**config.mk**
```make
export PLATFORM = sky130hd
export DESIGN_NAME = secuenciador_mux_dd
export DESIGN_NICKNAME = d
export VERILOG_FILES = /design/src/rtl/secuenciador_mux_dd.sv
export SDC_FILE = /design/constraint.sdc
export NUM_CORES = 1
export LEC_CHECK = 0
export ABC_AREA = 1
export CORE_ASPECT_RATIO = 1.5
export CORE_MARGIN = 2
export CORE_UTILIZATION = 65
export CTS_BUF_LIST = sky130_fd_sc_hd__clkbuf_8
export DETAILED_ROUTE_END_ITERATION = 16
export GPL_TIMING_DRIVEN = 0
export PLACE_DENSITY_LB_ADDON = 0.12
export SLEW_MARGIN = 20
export SYNTH_ARGS = -nofsm -noshare
export SYNTH_HDL_FRONTEND = slang
export SYNTH_SLANG_ARGS = --single-unit
```
**constraint.sdc**
```tcl
create_clock -name clk -period 5.9 [get_ports clk]
set_clock_uncertainty 0.1 [all_clocks]
set_input_delay 1.18 -clock clk [delete_from_list [all_inputs] [get_ports clk]]
set_output_delay 1.18 -clock clk [all_outputs]
set_load 0.01 [all_outputs]
```
**src/rtl/secuenciador_mux_dd.sv**
```systemverilog
// rtl/secuenciador_mux_dd.sv - data-block select sequencer: RTC init, master setup, date/time read sweeps with per-step timeout
module secuenciador_mux_dd #(
  parameter int TW      = 16,
  parameter int TIMEOUT = 1000
) (
  input  logic       clk,
  input  logic       reset,
  input  logic       fin_I,
  input  logic       fin_MS,
  input  logic       fin_trans,
  input  logic       solicitud,
  output logic [3:0] Selec_Mux_DDw,
  output logic       ocupado,
  output logic       listo,
  output logic       error_to
);

  // The state encoding is the select code itself, so the output is a plain register.
  typedef enum logic [3:0] {
    S_INIT = 4'd0,
    S_MS   = 4'd1,
    S_IDLE = 4'd2,
    S_DAY  = 4'd3,
    S_MON  = 4'd4,
    S_YEAR = 4'd5,
    S_HOUR = 4'd6,
    S_MIN  = 4'd7,
    S_SEC  = 4'd8
  } state_t;

  localparam logic [TW-1:0] TERM = TW'(TIMEOUT - 1);

  state_t        r_state;
  state_t        w_next;
  logic [TW-1:0] r_cnt;
  logic          r_pend;
  logic          r_listo;
  logic          r_err;

  logic w_term;
  logic w_to_fire;
  logic w_listo;
  logic w_start;
  logic w_cnt_clr;

  // Terminal count of the step timer; idle holds the counter at zero so it never fires there.
  assign w_term = (r_cnt == TERM);

  // Next-state decode: completion beats timeout when both land in the same cycle.
  always_comb begin
    w_next    = r_state;
    w_to_fire = 1'b0;
    w_listo   = 1'b0;
    w_start   = 1'b0;
    case (r_state)
      S_INIT: begin
        if (fin_I) begin
          w_next = S_MS;
        end else if (w_term) begin
          w_next    = S_INIT;
          w_to_fire = 1'b1;
        end
      end
      S_MS: begin
        if (fin_MS) begin
          w_next = S_IDLE;
        end else if (w_term) begin
          w_next    = S_INIT;
          w_to_fire = 1'b1;
        end
      end
      S_IDLE: begin
        if (solicitud || r_pend) begin
          w_next  = S_DAY;
          w_start = 1'b1;
        end
      end
      S_DAY, S_MON, S_YEAR, S_HOUR, S_MIN, S_SEC: begin
        if (fin_trans) begin
          if (r_state == S_SEC) begin
            w_next  = S_IDLE;
            w_listo = 1'b1;
          end else begin
            w_next = state_t'(r_state + 4'd1);
          end
        end else if (w_term) begin
          w_next    = S_IDLE;
          w_to_fire = 1'b1;
        end
      end
      default: begin
        w_next = S_INIT;
      end
    endcase
  end

  // A timeout that stays in init must still restart the count, hence the extra clear term.
  assign w_cnt_clr = (w_next != r_state) || w_to_fire || (r_state == S_IDLE);

  // State register.
  always_ff @(posedge clk or posedge reset) begin
    if (reset) begin
      r_state <= S_INIT;
    end else begin
      r_state <= w_next;
    end
  end

  // Per-step timeout counter.
  always_ff @(posedge clk or posedge reset) begin
    if (reset) begin
      r_cnt <= '0;
    end else if (w_cnt_clr) begin
      r_cnt <= '0;
    end else begin
      r_cnt <= r_cnt + TW'(1);
    end
  end

  // Pending-request latch, sweep-done pulse and sticky timeout flag.
  always_ff @(posedge clk or posedge reset) begin
    if (reset) begin
      r_pend  <= 1'b0;
      r_listo <= 1'b0;
      r_err   <= 1'b0;
    end else begin
      r_listo <= w_listo;
      if (w_start) begin
        r_pend <= 1'b0;
      end else if (solicitud && (r_state != S_IDLE)) begin
        r_pend <= 1'b1;
      end
      if (w_start) begin
        r_err <= 1'b0;
      end else if (w_to_fire) begin
        r_err <= 1'b1;
      end
    end
  end

  assign Selec_Mux_DDw = r_state;
  assign ocupado       = (r_state != S_IDLE);
  assign listo         = r_listo;
  assign error_to      = r_err;

endmodule

```
## Yosys cells after proc, flatten, opt, wreduce, memory -nomap -nowiden

Cells that the tools add are included.

| word-level totals | value |
|---|---|
| word-level logic and storage cells | 49 |
| register bits after elaboration | 23 |
| output and inout port bits | 7 |

| cells by class | value |
|---|---|
| add/sub/neg operators | 2 |
| eq/ne operators | 11 |
| reductions and logical operators | 8 |
| multiplexer cells | 23 |

Operators with widths:

| kind | count |
|---|---|
| 2-to-1 mux 4 bit | 7 |
| adder 16 x 1 -> 16 bit (second input constant) | 1 |
| equality test 16 x 10 -> 1 bit (second input constant) | 1 |
| equality test 4 x 3 -> 1 bit (second input constant) | 4 |
| 2-to-1 mux 16 bit | 1 |
| case mux 4 bit (4 select lines) | 1 |
| 2-to-1 mux 1 bit | 13 |
| equality test 4 x 2 -> 1 bit (second input constant) | 2 |
| OR reduction 6 bit | 1 |
| adder 4 x 1 -> 4 bit (second input constant) | 1 |
| equality test 4 x 1 -> 1 bit (second input constant) | 1 |
| equality test 4 bit (second input constant) | 1 |
| logical NOT 4 bit | 1 |
| inequality test 4 x 2 -> 1 bit (second input constant) | 1 |
| inequality test 4 bit | 1 |
| nonzero test 2 bit | 2 |
| logical OR 1 bit | 3 |
| case mux 1 bit (3 select lines) | 1 |
| logical AND 1 bit | 1 |

## Depth between registers and ports, before layout

Gate-level depths: netlist of run 1.

| depth | value |
|---|---|
| word-level depth | 8 |
| mapped depth | 16 |
| mapped depth without buffers | 15 |

## Worst setup path after synthesis of run 1

OpenSTA, ideal clock, no wires.

| path | value |
|---|---|
| path type | input to register |
| from | input port fin_trans |
| to | register r_cnt[9] |
| stages | 11 |
| path slack | 3583 ps |
| setup time | 125 ps |
| arrival | 2093 ps |
| path buffers | 1 |
| cells stage by stage | inv_1 nor2_1 o21ai_0 nand2_1 nand3_1 nand2_1 nand2_1 inv_2 nand3_4 buf_12 nor2_4 |

| between the ends | value |
|---|---|
| longest elaborated chain between the ends | 6 |
| elaborated cells between the ends (all ways) | 8 |

RTL lines:

| element | line | RTL |
|---|---|---|
| start, declared | 10 | `input logic fin_trans,` |
| 2-to-1 mux 4 bit | 79 | `if (fin_trans) begin` |
| case mux 4 bit (4 select lines) | 55 | `case (r_state)` |
| named net w_next[1] | 34 | `state_t w_next;` |
| inequality test 4 bit | 98 | `assign w_cnt_clr = (w_next != r_state) \|\| w_to_fire \|\| (r_state == S_IDLE);` |
| logical OR 1 bit (2 in a row) | 98 |  |
| 2-to-1 mux 16 bit | 113 | `end else if (w_cnt_clr) begin` |
| end signal, assigned | 116 | `r_cnt <= r_cnt + TW'(1);` |
| end, declared | 35 | `logic [TW-1:0] r_cnt;` |

The timed path passes the listed nets, and every way through them passes these cells.
A chain may end at the register's enable or synchronous reset.

## Final worst setup path of run 1

| path | value |
|---|---|
| from | register r_state[0] (netlist: Selec_Mux_DDw[0]) |
| to | output port ocupado |

| between the ends | value |
|---|---|
| longest elaborated chain between the ends | 1 |

RTL lines:

| element | line | RTL |
|---|---|---|
| start, declared | 33 | `state_t r_state;` |
| start signal, assigned | 105 | `r_state <= w_next;` |
| inequality test 4 x 2 -> 1 bit | 142 | `assign ocupado = (r_state != S_IDLE);` |
| end, declared | 13 | `output logic ocupado,` |

Every way passes these cells.

==> results of run 1 <==
-- layer usage --
layer	up-vias	wire length, um	GRT usage, %
met5	-	0	0
met4	0	66	8.46
met3	9	61	2.47
met2	22	1790	47.0
met1	651	1220	26.2
li1	714	-	-
-- worst paths after layout --
check                                                 from                          to  slack (ns)
min in group asynchronous                            reset         r_cnt[11]$_DFF_PP0_        1.30
max in group asynchronous                            reset  Selec_Mux_DDw[3]$_DFF_PP0_        3.86
worst min register to register          r_cnt[0]$_DFF_PP0_          r_cnt[0]$_DFF_PP0_        0.36
worst max register to register  Selec_Mux_DDw[0]$_DFF_PP0_          r_cnt[7]$_DFF_PP0_        3.39
worst max-delay path            Selec_Mux_DDw[0]$_DFF_PP0_                     ocupado        2.72
worst min-delay path                    r_cnt[0]$_DFF_PP0_          r_cnt[0]$_DFF_PP0_        0.36
-- per-stage QoR --
step	util, %	hold slack (ns)	area [um2]	total power, uW
2_1_floorplan	-	0.324	1650	610
3_3_place_gp	74.3	0.340	1800	697
3_5_place_dp	74.3	0.351	1800	717
4_1_cts	76.1	0.361	1840	810
5_1_grt	76.1	0.388	1840	872
6_report	76.1	0.363	1840	806
-- cells in the mapped netlist (all sizes together) --
library cell / count
dfrtp: 23
xnor2: 2
inv: 34
nor2: 53
nand3: 16
nor3: 1
a21oi: 3
buf: 2
nand4: 5
and3: 1
o21ai: 5
xor2: 9
nand2: 64
nand3b: 1
o22ai: 1
ha: 5
-- layout make-up --
type,count,area [um2],area share [%]
Tap cell,24,30.0,1.63
Sequential cell,23,576,31.2
Buffer,2,27.5,1.49
Clock inverter,1,3.75,0.204
Clock buffer,3,41.3,2.24
Inverter,34,128,6.92
Timing Repair Buffer,12,120,6.51
Multi-Input combinational cell,166,918,49.8
-- sequential cells by signal, summed over array words and instances (netlist names) --
register	count
r_pend	1
Selec_Mux_DDw	4
listo	1
error_to	1
r_cnt	16
-- power by group through the flow --
stage	clock (uW)	sequential, uW	combinational (uW)
final	95.2	207	504
after global routing	102	212	558
after CTS	96.0	208	507
after detailed placement	0	210	507
after global placement	0	208	490
after floorplan	0	209	400
-- cell families (layout without fill, tap and decap cells) --
family	after synthesis	count (layout)	share of synthesized area [%]
AND/OR/NAND/NOR	141	141	43.0
buffers and inverters	36	52	9.41
flip-flops	23	23	34.9
XOR/XNOR	11	11	5.84
AO/OA/AOI/OAI	9	9	3.03
adder cells (fa/ha/maj)	5	5	3.79
==> flow_metrics.env, run 1 <==
export IMPL_outcome="completed"
export IMPL_die_x_um=45.1
export IMPL_diodes=0
export IMPL_peakVddDrop_mv=0.333
export IMPL_numCtsBuffers=3
export IMPL_worstRegToRegCells=14
export IMPL_critical_path_slowest_cell="clkdlybuf4s50_1"
export IMPL_final_common_cell="nand2_1"
export IMPL_wl_per_cell_um=11.8
export IMPL_clkPwrFrac_pct=11.8
export IMPL_syn_area_um2=1650
export IMPL_setup_violations=0
export IMPL_pwr_share_comb_pct=62.5
export IMPL_post_cts_buffers=0
export IMPL_ys_warn_count=0
export IMPL_powerDensity_nw_per_um2=437
export IMPL_end_kind="output port"
export IMPL_num_vias=1396
export IMPL_grt_ovfl_total=0
export IMPL_row_count=22
export IMPL_die_area_um2=2960
export IMPL_drv_slew=0
export IMPL_min_period_ns=3.18
export IMPL_htreeDepth=1
export IMPL_area_growth_pct=11.8
export IMPL_synthCells=225
export IMPL_dp_hpwl_um=2540
export IMPL_path_cells="inv_1 -> ha_1 -> inv_1 -> nor2_4 -> inv_2 -> clkdlybuf4s50_1"
export IMPL_cts_max_path_buffers=2
export IMPL_drv_cap=0
export IMPL_cp_num_buf_inv=4
export IMPL_critPathTopFamily="buffers and inverters"
export IMPL_yosys_area_top_type="dfrtp_1"
export IMPL_syn_area_per_cell_um2=7.33
export IMPL_switching_share_pct=49.0
export IMPL_setup_tns_final_ns=0
export IMPL_cp_data_required_time_ns=4.62
export IMPL_slew_limit_headroom_pct=41.0
export IMPL_synth_area_leaders="dfrtp_1 35%, nand2_1 13%, nor2_1 8.2%"
export IMPL_remaining_drc_errors=0
export IMPL_fin_crit_sh_pct=54.0
export IMPL_grt_usage_pct=24.5
export IMPL_clk_pin_slew_worst_paths_ns=0.07
export IMPL_final_fill_count=173
export IMPL_ys_ff_latch=23
export IMPL_path_max_fanout=8
export IMPL_firstDrtPassIters=4
export IMPL_antenna_found_initial=0
export IMPL_min_path_cells=1
export IMPL_cts_resized=0
export IMPL_hold_buffers=0
export IMPL_rsz0062_at_grt="false"
export IMPL_cp_num_cells=6
export IMPL_dp_slack_ns=2.80
export IMPL_pin_count=13
export IMPL_drtIter0Drc=28
export IMPL_root_buffer="clkbuf_8"
export IMPL_p_switching_uw=395
export IMPL_arrival_ns=1.90
export IMPL_nets=253
export IMPL_stdcell_count=265
export IMPL_core_um2=2420
export IMPL_initial_utilization_pct=68.1
export IMPL_grt_pass1_wl_um=5440
export IMPL_p_seq_share_pct=25.7
export IMPL_cts_tree="built"
export IMPL_drt_total_wl_um=3140
export IMPL_via_per_inst=5.27
export IMPL_synth_cell_types=25
export IMPL_first_global_vias=1369
export IMPL_worst_pin_slew_ns=0.885
export IMPL_port_buffers=12
export IMPL_synth_seq_area_share_pct=34.9
export IMPL_synth_top_area_share_pct=34.9
export IMPL_clock_latency_ns=0.26
export IMPL_leakage_uw=0.000901
export IMPL_path_class="register to output port"
export IMPL_cts_sinks=23
export IMPL_p_int_uw=411
export IMPL_mostFrequentLayoutCells="58 x nand2_1, 36 x nor2_1, 31 x inv_1"
export IMPL_ant_nets=0
export IMPL_max_freq_mhz=314
export IMPL_die_y_um=65.7
export IMPL_cp_common_cell="inv_1"
export IMPL_gp_congestion=0.840
export IMPL_dp_cells=261
export IMPL_drive_gt1_share_pct=14.9
export IMPL_critPathLaunchType="register"
export IMPL_grt_max_degree=24
export IMPL_setup_ws_ns=2.72
export IMPL_max_stage_delay_ns=0.53
export IMPL_hold_class="register to register"
export IMPL_hold_violations=0
export IMPL_synth_nets=236
(Power assumes the default switching activity.)
==> run 2, diff against run 1 <==
--- a/config.mk
+++ b/config.mk
@@ -8,7 +8,7 @@
 export ABC_AREA = 1
 export CORE_ASPECT_RATIO = 1.5
 export CORE_MARGIN = 2
-export CORE_UTILIZATION = 65
+export CORE_UTILIZATION = 60
 export CTS_BUF_LIST = sky130_fd_sc_hd__clkbuf_8
 export DETAILED_ROUTE_END_ITERATION = 16
 export GPL_TIMING_DRIVEN = 0
==> constraint.sdc (replaced) <==
create_clock -name clk -period 3.05 [get_ports clk]
set_clock_uncertainty 0.1 [all_clocks]
set_input_delay 0.61 -clock clk [delete_from_list [all_inputs] [get_ports clk]]
set_output_delay 0.61 -clock clk [all_outputs]
set_load 0.01 [all_outputs]
==> run 2 against run 1 <==
Flip-flop and latch count did not move. Die area is 7.7% higher. Via count is 0.36% lower. Critical path type unchanged. Highest routed layer unchanged.
==> flow_metrics.env, run 2 (synthesis results as in run 1) <==
export IMPL_outcome="completed"
export IMPL_path_class="register to output port"
export IMPL_grt_usage_pct=23.3
export IMPL_initial_utilization_pct=62.3
export IMPL_post_cts_buffers=0
export IMPL_wl_per_cell_um=11.4
export IMPL_slew_limit_headroom_pct=42.2
export IMPL_rsz0062_at_grt="false"
export IMPL_grt_pass1_wl_um=5420
export IMPL_path_cells="inv_1 -> ha_1 -> inv_1 -> nor2_4 -> inv_2 -> clkdlybuf4s50_1"
export IMPL_powerDensity_nw_per_um2=842
export IMPL_rrSetupSlack_ns=0.56
export IMPL_min_period_ns=2.63
export IMPL_critPathLaunchType="register"
export IMPL_holdCritStartpoint="r_cnt[0]$_DFF_PP0_"
export IMPL_remaining_drc_errors=0
export IMPL_clock_latency_ns=0.26
export IMPL_end_kind="output port"
export IMPL_dp_slack_ns=0.530
export IMPL_cts_resized=0
export IMPL_first_global_vias=1309
export IMPL_die_area_um2=3190
export IMPL_cts_max_path_buffers=2
export IMPL_cp_data_required_time_ns=2.34
export IMPL_numCtsBuffers=3
export IMPL_final_common_cell="nand2_1"
export IMPL_core_um2=2650
export IMPL_die_x_um=46.8
export IMPL_ant_nets=0
export IMPL_hold_class="register to register"
export IMPL_antenna_found_initial=0
export IMPL_r2r_start="Selec_Mux_DDw[0]$_DFF_PP0_"
export IMPL_hold_buffers=0
export IMPL_worstRegToRegCells=14
export IMPL_mostFrequentLayoutCells="58 x nand2_1, 36 x nor2_1, 31 x inv_1"
export IMPL_drtIter0Drc=23
export IMPL_setup_ws_ns=0.422
export IMPL_die_y_um=68.2
export IMPL_drv_cap=0
export IMPL_r2r_end="r_cnt[10]$_DFF_PP0_"
export IMPL_cts_tree="built"
export IMPL_firstDrtPassIters=4
export IMPL_grt_ovfl_total=0
export IMPL_worst_pin_slew_ns=0.866
export IMPL_fin_crit_sh_pct=86.2
export IMPL_area_growth_pct=12.8
export IMPL_largest_reg_flops=16
export IMPL_drv_slew=0
export IMPL_peakVddDrop_mv=0.549
export IMPL_drive_gt1_share_pct=14.9
export IMPL_diodes=0
export IMPL_nets=253
export IMPL_hold_violations=0
export IMPL_gp_congestion=0.894
export IMPL_cp_num_buf_inv=4
export IMPL_max_freq_mhz=381
export IMPL_critPathTopFamily="buffers and inverters"
export IMPL_row_count=23
export IMPL_min_path_cells=1
export IMPL_htreeDepth=1
export IMPL_grt_max_degree=24
export IMPL_hold_end="r_cnt[0]$_DFF_PP0_"
export IMPL_arrival_ns=1.92
export IMPL_final_cell_area_um2=1860
export IMPL_max_stage_delay_ns=0.53
export IMPL_pin_count=13
export IMPL_cp_common_cell="inv_1"
export IMPL_dp_hpwl_um=2480
export IMPL_largest_register="r_cnt"
export IMPL_critical_path_slowest_cell="clkdlybuf4s50_1"
export IMPL_path_max_fanout=8
export IMPL_placedInstanceArea_um2=1820
export IMPL_clk_pin_slew_worst_paths_ns=0.08
export IMPL_drt_total_wl_um=3160
export IMPL_leakage_uw=0.000901
export IMPL_num_vias=1391
export IMPL_via_per_inst=5.00
export IMPL_setup_tns_final_ns=0
export IMPL_port_buffers=12
export IMPL_cts_sinks=23
export IMPL_setup_violations=0
export IMPL_timing_hold_ws_ns=0.364
export IMPL_root_buffer="clkbuf_8"
## run 2: routing by layer
metal | share of wire, % | GRT usage [%] | routed length, um | up-vias
li1 | - | - | - | 718
met3 | 1.6 | 2.37 | 50 | 9
met2 | 56 | 43.2 | 1760 | 17
met1 | 39 | 24.5 | 1240 | 647
met5 | 0 | 0 | 0 | -
met4 | 3.1 | 11.8 | 99 | 0
## run 2: how the worst max path moves through the flow
stage | startpoint | endpoint | slack, ns | depth (start not counted)
after floorplan | Selec_Mux_DDw[0]$_DFF_PP0_ | r_cnt[9]$_DFF_PP0_ | 0.92 | 14
after global placement | fin_trans | r_cnt[13]$_DFF_PP0_ | 0.57 | 10
after detailed placement | fin_trans | r_cnt[10]$_DFF_PP0_ | 0.53 | 10
after CTS | Selec_Mux_DDw[0]$_DFF_PP0_ | ocupado | 0.44 | 6
after global routing | Selec_Mux_DDw[0]$_DFF_PP0_ | ocupado | 0.35 | 6
final | Selec_Mux_DDw[0]$_DFF_PP0_ | ocupado | 0.42 | 6
## run 2: per-stage QoR
stage / total power (uW) / cells / utilization, %
finish: 1570 / 278 / 70.3
global route: 1680 / 278 / 70.3
CTS: 1570 / 278 / 70.3
detailed placement: 1380 / 274 / 68.6
global placement: 1360 / 274 / 68.6
floorplan: 1180 / 225 / -
## run 2: worst register-to-register path, stage by stage (launching register included)
cell and delay [ns]:
dfrtp_1 0.51, inv_1 0.15, ha_1 0.28, nor2_1 0.12, nand2_1 0.09, nand2_2 0.09
nand2_2 0.06, nand2_1 0.09, nand2_1 0.08, a21oi_1 0.23, nand2_2 0.10, nor2_4 0.14
nand3_4 0.13, buf_12 0.19, nor2_4 0.08
## run 2: layout make-up
cell class	instances	area (um2)
timing repair buffer	12	120
tap	37	46.3
multi-input combinational	166	918
inverter	34	128
clock buffer	3	41.3
fill	232	787
sequential	23	576
buffer	2	27.5
clock inverter	1	3.75
## run 2: where the power goes
part,total [uW],leakage (uW),switching (uW),internal [uW]
logic,977,0.000561,616,361
clock network,189,0.0000269,99.5,90.0
registers,400,0.000312,54.8,345
==> run 3, diff against run 2 <==
--- a/config.mk
+++ b/config.mk
@@ -8,9 +8,10 @@
 export ABC_AREA = 1
 export CORE_ASPECT_RATIO = 1.5
 export CORE_MARGIN = 2
-export CORE_UTILIZATION = 60
+export CORE_UTILIZATION = 50
 export CTS_BUF_LIST = sky130_fd_sc_hd__clkbuf_8
 export DETAILED_ROUTE_END_ITERATION = 16
+export DONT_BUFFER_PORTS = 1
 export GPL_TIMING_DRIVEN = 0
 export PLACE_DENSITY_LB_ADDON = 0.12
 export SLEW_MARGIN = 20
==> run 3 against run 2 <==
Flip-flop and latch count unchanged. First-iteration DRC count increased by 4.3%. Global-route usage decreased by 3.2 points. Hold slack got worse by 0.067 ns. Setup slack improved by 0.084 ns. Via count decreased by 3.2%. Clock power about the same. Sequential power increased by 3%. Sequential share of layout area increased by 2.0 points. Core utilization decreased by 15 points. Wire length decreased by 1.3%. Cell area decreased by 6.2%.
==> flow_metrics.env, run 3 (synthesis results as in run 1) <==
export IMPL_cp_data_required_time_ns=3.16
export IMPL_grt_ovfl_total=0
export IMPL_p_switching_uw=760
export IMPL_setup_violations=0
export IMPL_hold_violations=0
export IMPL_die_area_um2=3780
export IMPL_arrival_ns=2.65
export IMPL_max_freq_mhz=393
export IMPL_largest_register="r_cnt"
export IMPL_remaining_drc_errors=0
export IMPL_dp_cells=265
export IMPL_first_global_vias=1413
export IMPL_fin_crit_sh_pct=83.4
export IMPL_drive_gt1_share_pct=16.2
export IMPL_leakage_uw=0.000854
export IMPL_cts_sinks=23
export IMPL_diodes=0
export IMPL_clock_latency_ns=0.27
export IMPL_worst_pin_slew_ns=0.850
export IMPL_cts_tree="built"
export IMPL_port_buffers=0
export IMPL_end_kind="register"
export IMPL_path_class="register to register"
export IMPL_setup_tns_final_ns=0
export IMPL_pin_count=13
export IMPL_final_common_cell="nand2_1"
export IMPL_mostFrequentLayoutCells="58 x nand2_1, 36 x nor2_1, 30 x inv_1"
export IMPL_rsz0062_at_grt="false"
export IMPL_core_um2=3160
export IMPL_drtIter0Drc=24
export IMPL_gp_congestion=0.890
export IMPL_row_count=25
export IMPL_via_per_inst=5.01
export IMPL_drv_cap=0
export IMPL_hold_buffers=0
export IMPL_grt_usage_pct=20.1
export IMPL_min_period_ns=2.54
export IMPL_grt_max_degree=24
export IMPL_timing_hold_ws_ns=0.297
export IMPL_nets=241
export IMPL_root_buffer="clkbuf_8"
export IMPL_initial_utilization_pct=52.2
export IMPL_drv_slew=0
export IMPL_post_route_util_pct=55.2
export IMPL_p_seq_share_pct=27.5
export IMPL_powerDensity_nw_per_um2=859
export IMPL_clkPwrFrac_pct=12.7
export IMPL_grt_pass1_wl_um=5780
export IMPL_critPathLaunchType="register"
export IMPL_antenna_found_initial=0
export IMPL_use_met2_pct=38.7
export IMPL_slew_limit_headroom_pct=43.3
export IMPL_met1_usage_pct=20.1
export IMPL_num_vias=1347
export IMPL_pwr_share_comb_pct=59.8
export IMPL_ant_nets=0
export IMPL_wl_per_cell_um=11.6
export IMPL_area_growth_pct=5.84
export IMPL_grt_busiest_layer="met2"
export IMPL_peakVddDrop_mv=0.511
export IMPL_switching_share_pct=50.7
export IMPL_stdcell_count=269
export IMPL_die_y_um=74.3
export IMPL_met3_usage_pct=3.41
export IMPL_die_x_um=50.9
export IMPL_htreeDepth=1
export IMPL_largest_reg_flops=16
export IMPL_cts_resized=0
export IMPL_numCtsBuffers=3
export IMPL_dp_hpwl_um=2550
export IMPL_cts_max_path_buffers=2
export IMPL_path_max_fanout=10
export IMPL_post_cts_buffers=0
export IMPL_drt_total_wl_um=3120
export IMPL_p_int_uw=739
export IMPL_clk_pin_slew_worst_paths_ns=0.08
export IMPL_firstDrtPassIters=4
export IMPL_outcome="completed"
export IMPL_hold_class="input port to asynchronous set/reset pin"
run 3: cell types whose count changed in the layout (fill, tap and decap cells not counted):
| cell | delta |
|---|---|
| clkdlybuf4s50_1 | -12 |
| clkinv_2 | +1 |
| inv_1 | -1 |
run 3: worst paths after layout:
kind                                       startpoint                  end  slack (ns)  cells past startpoint
setup / recovery           Selec_Mux_DDw[0]$_DFF_PP0_   r_cnt[8]$_DFF_PP0_        0.51                     14
hold reg to reg                    r_cnt[0]$_DFF_PP0_   r_cnt[0]$_DFF_PP0_        0.36                      1
max in group asynchronous                       reset   r_cnt[4]$_DFF_PP0_        2.03                      1
hold / removal                                  reset  r_cnt[14]$_DFF_PP0_        0.30                      1
setup reg to reg           Selec_Mux_DDw[0]$_DFF_PP0_   r_cnt[8]$_DFF_PP0_        0.51                     14
min in group clk                   r_cnt[0]$_DFF_PP0_   r_cnt[0]$_DFF_PP0_        0.36                      1
run 3: area by class of cell:
type | instances | area [um2]
tap | 40 | 50.0
multi-input combinational | 166 | 918
sequential | 23 | 576
inverter | 34 | 128
buffer | 2 | 27.5
fill | 311 | 1410
clock buffer | 3 | 41.3
clock inverter | 1 | 5.00
run 3: power groups by stage:
stage	sequential [uW]	combinational (uW)	clock, uW
after floorplan	405	775	0
after global placement	419	883	0
after detailed placement	420	910	0
after CTS	414	909	198
after global routing	424	1010	212
final	412	897	190
run 3: worst max-delay path, cell delays in order, from the launching register on:
cell and delay (ns):
dfrtp_1 0.55, inv_1 0.16, ha_1 0.29, nor2_1 0.12
nand2_1 0.09, nand2_2 0.09, nand2_2 0.06, nand2_1 0.09
nand2_1 0.08, a21oi_1 0.24, nand2_2 0.10, nor2_4 0.13
nand3_4 0.13, buf_12 0.19, nor2_4 0.07
run 3: layer usage:
metal  up-vias  part of all wire [%]
met4         0                   3.0
li1        699                     -
met1       623                    38
met2        15                    57
met3        10                   2.0
met5         -                     0
run 3: metrics by stage:
| stage | power, uW | setup WS, ns | cell area, um2 |
|---|---|---|---|
| 3_5_place_dp | 1330 | 0.537 | 1700 |
| 6_report | 1500 | 0.505 | 1750 |
| 3_3_place_gp | 1300 | 0.563 | 1700 |
| 5_1_grt | 1650 | 0.316 | 1750 |
| 2_1_floorplan | 1180 | 0.923 | 1650 |
| 4_1_cts | 1520 | 0.499 | 1750 |
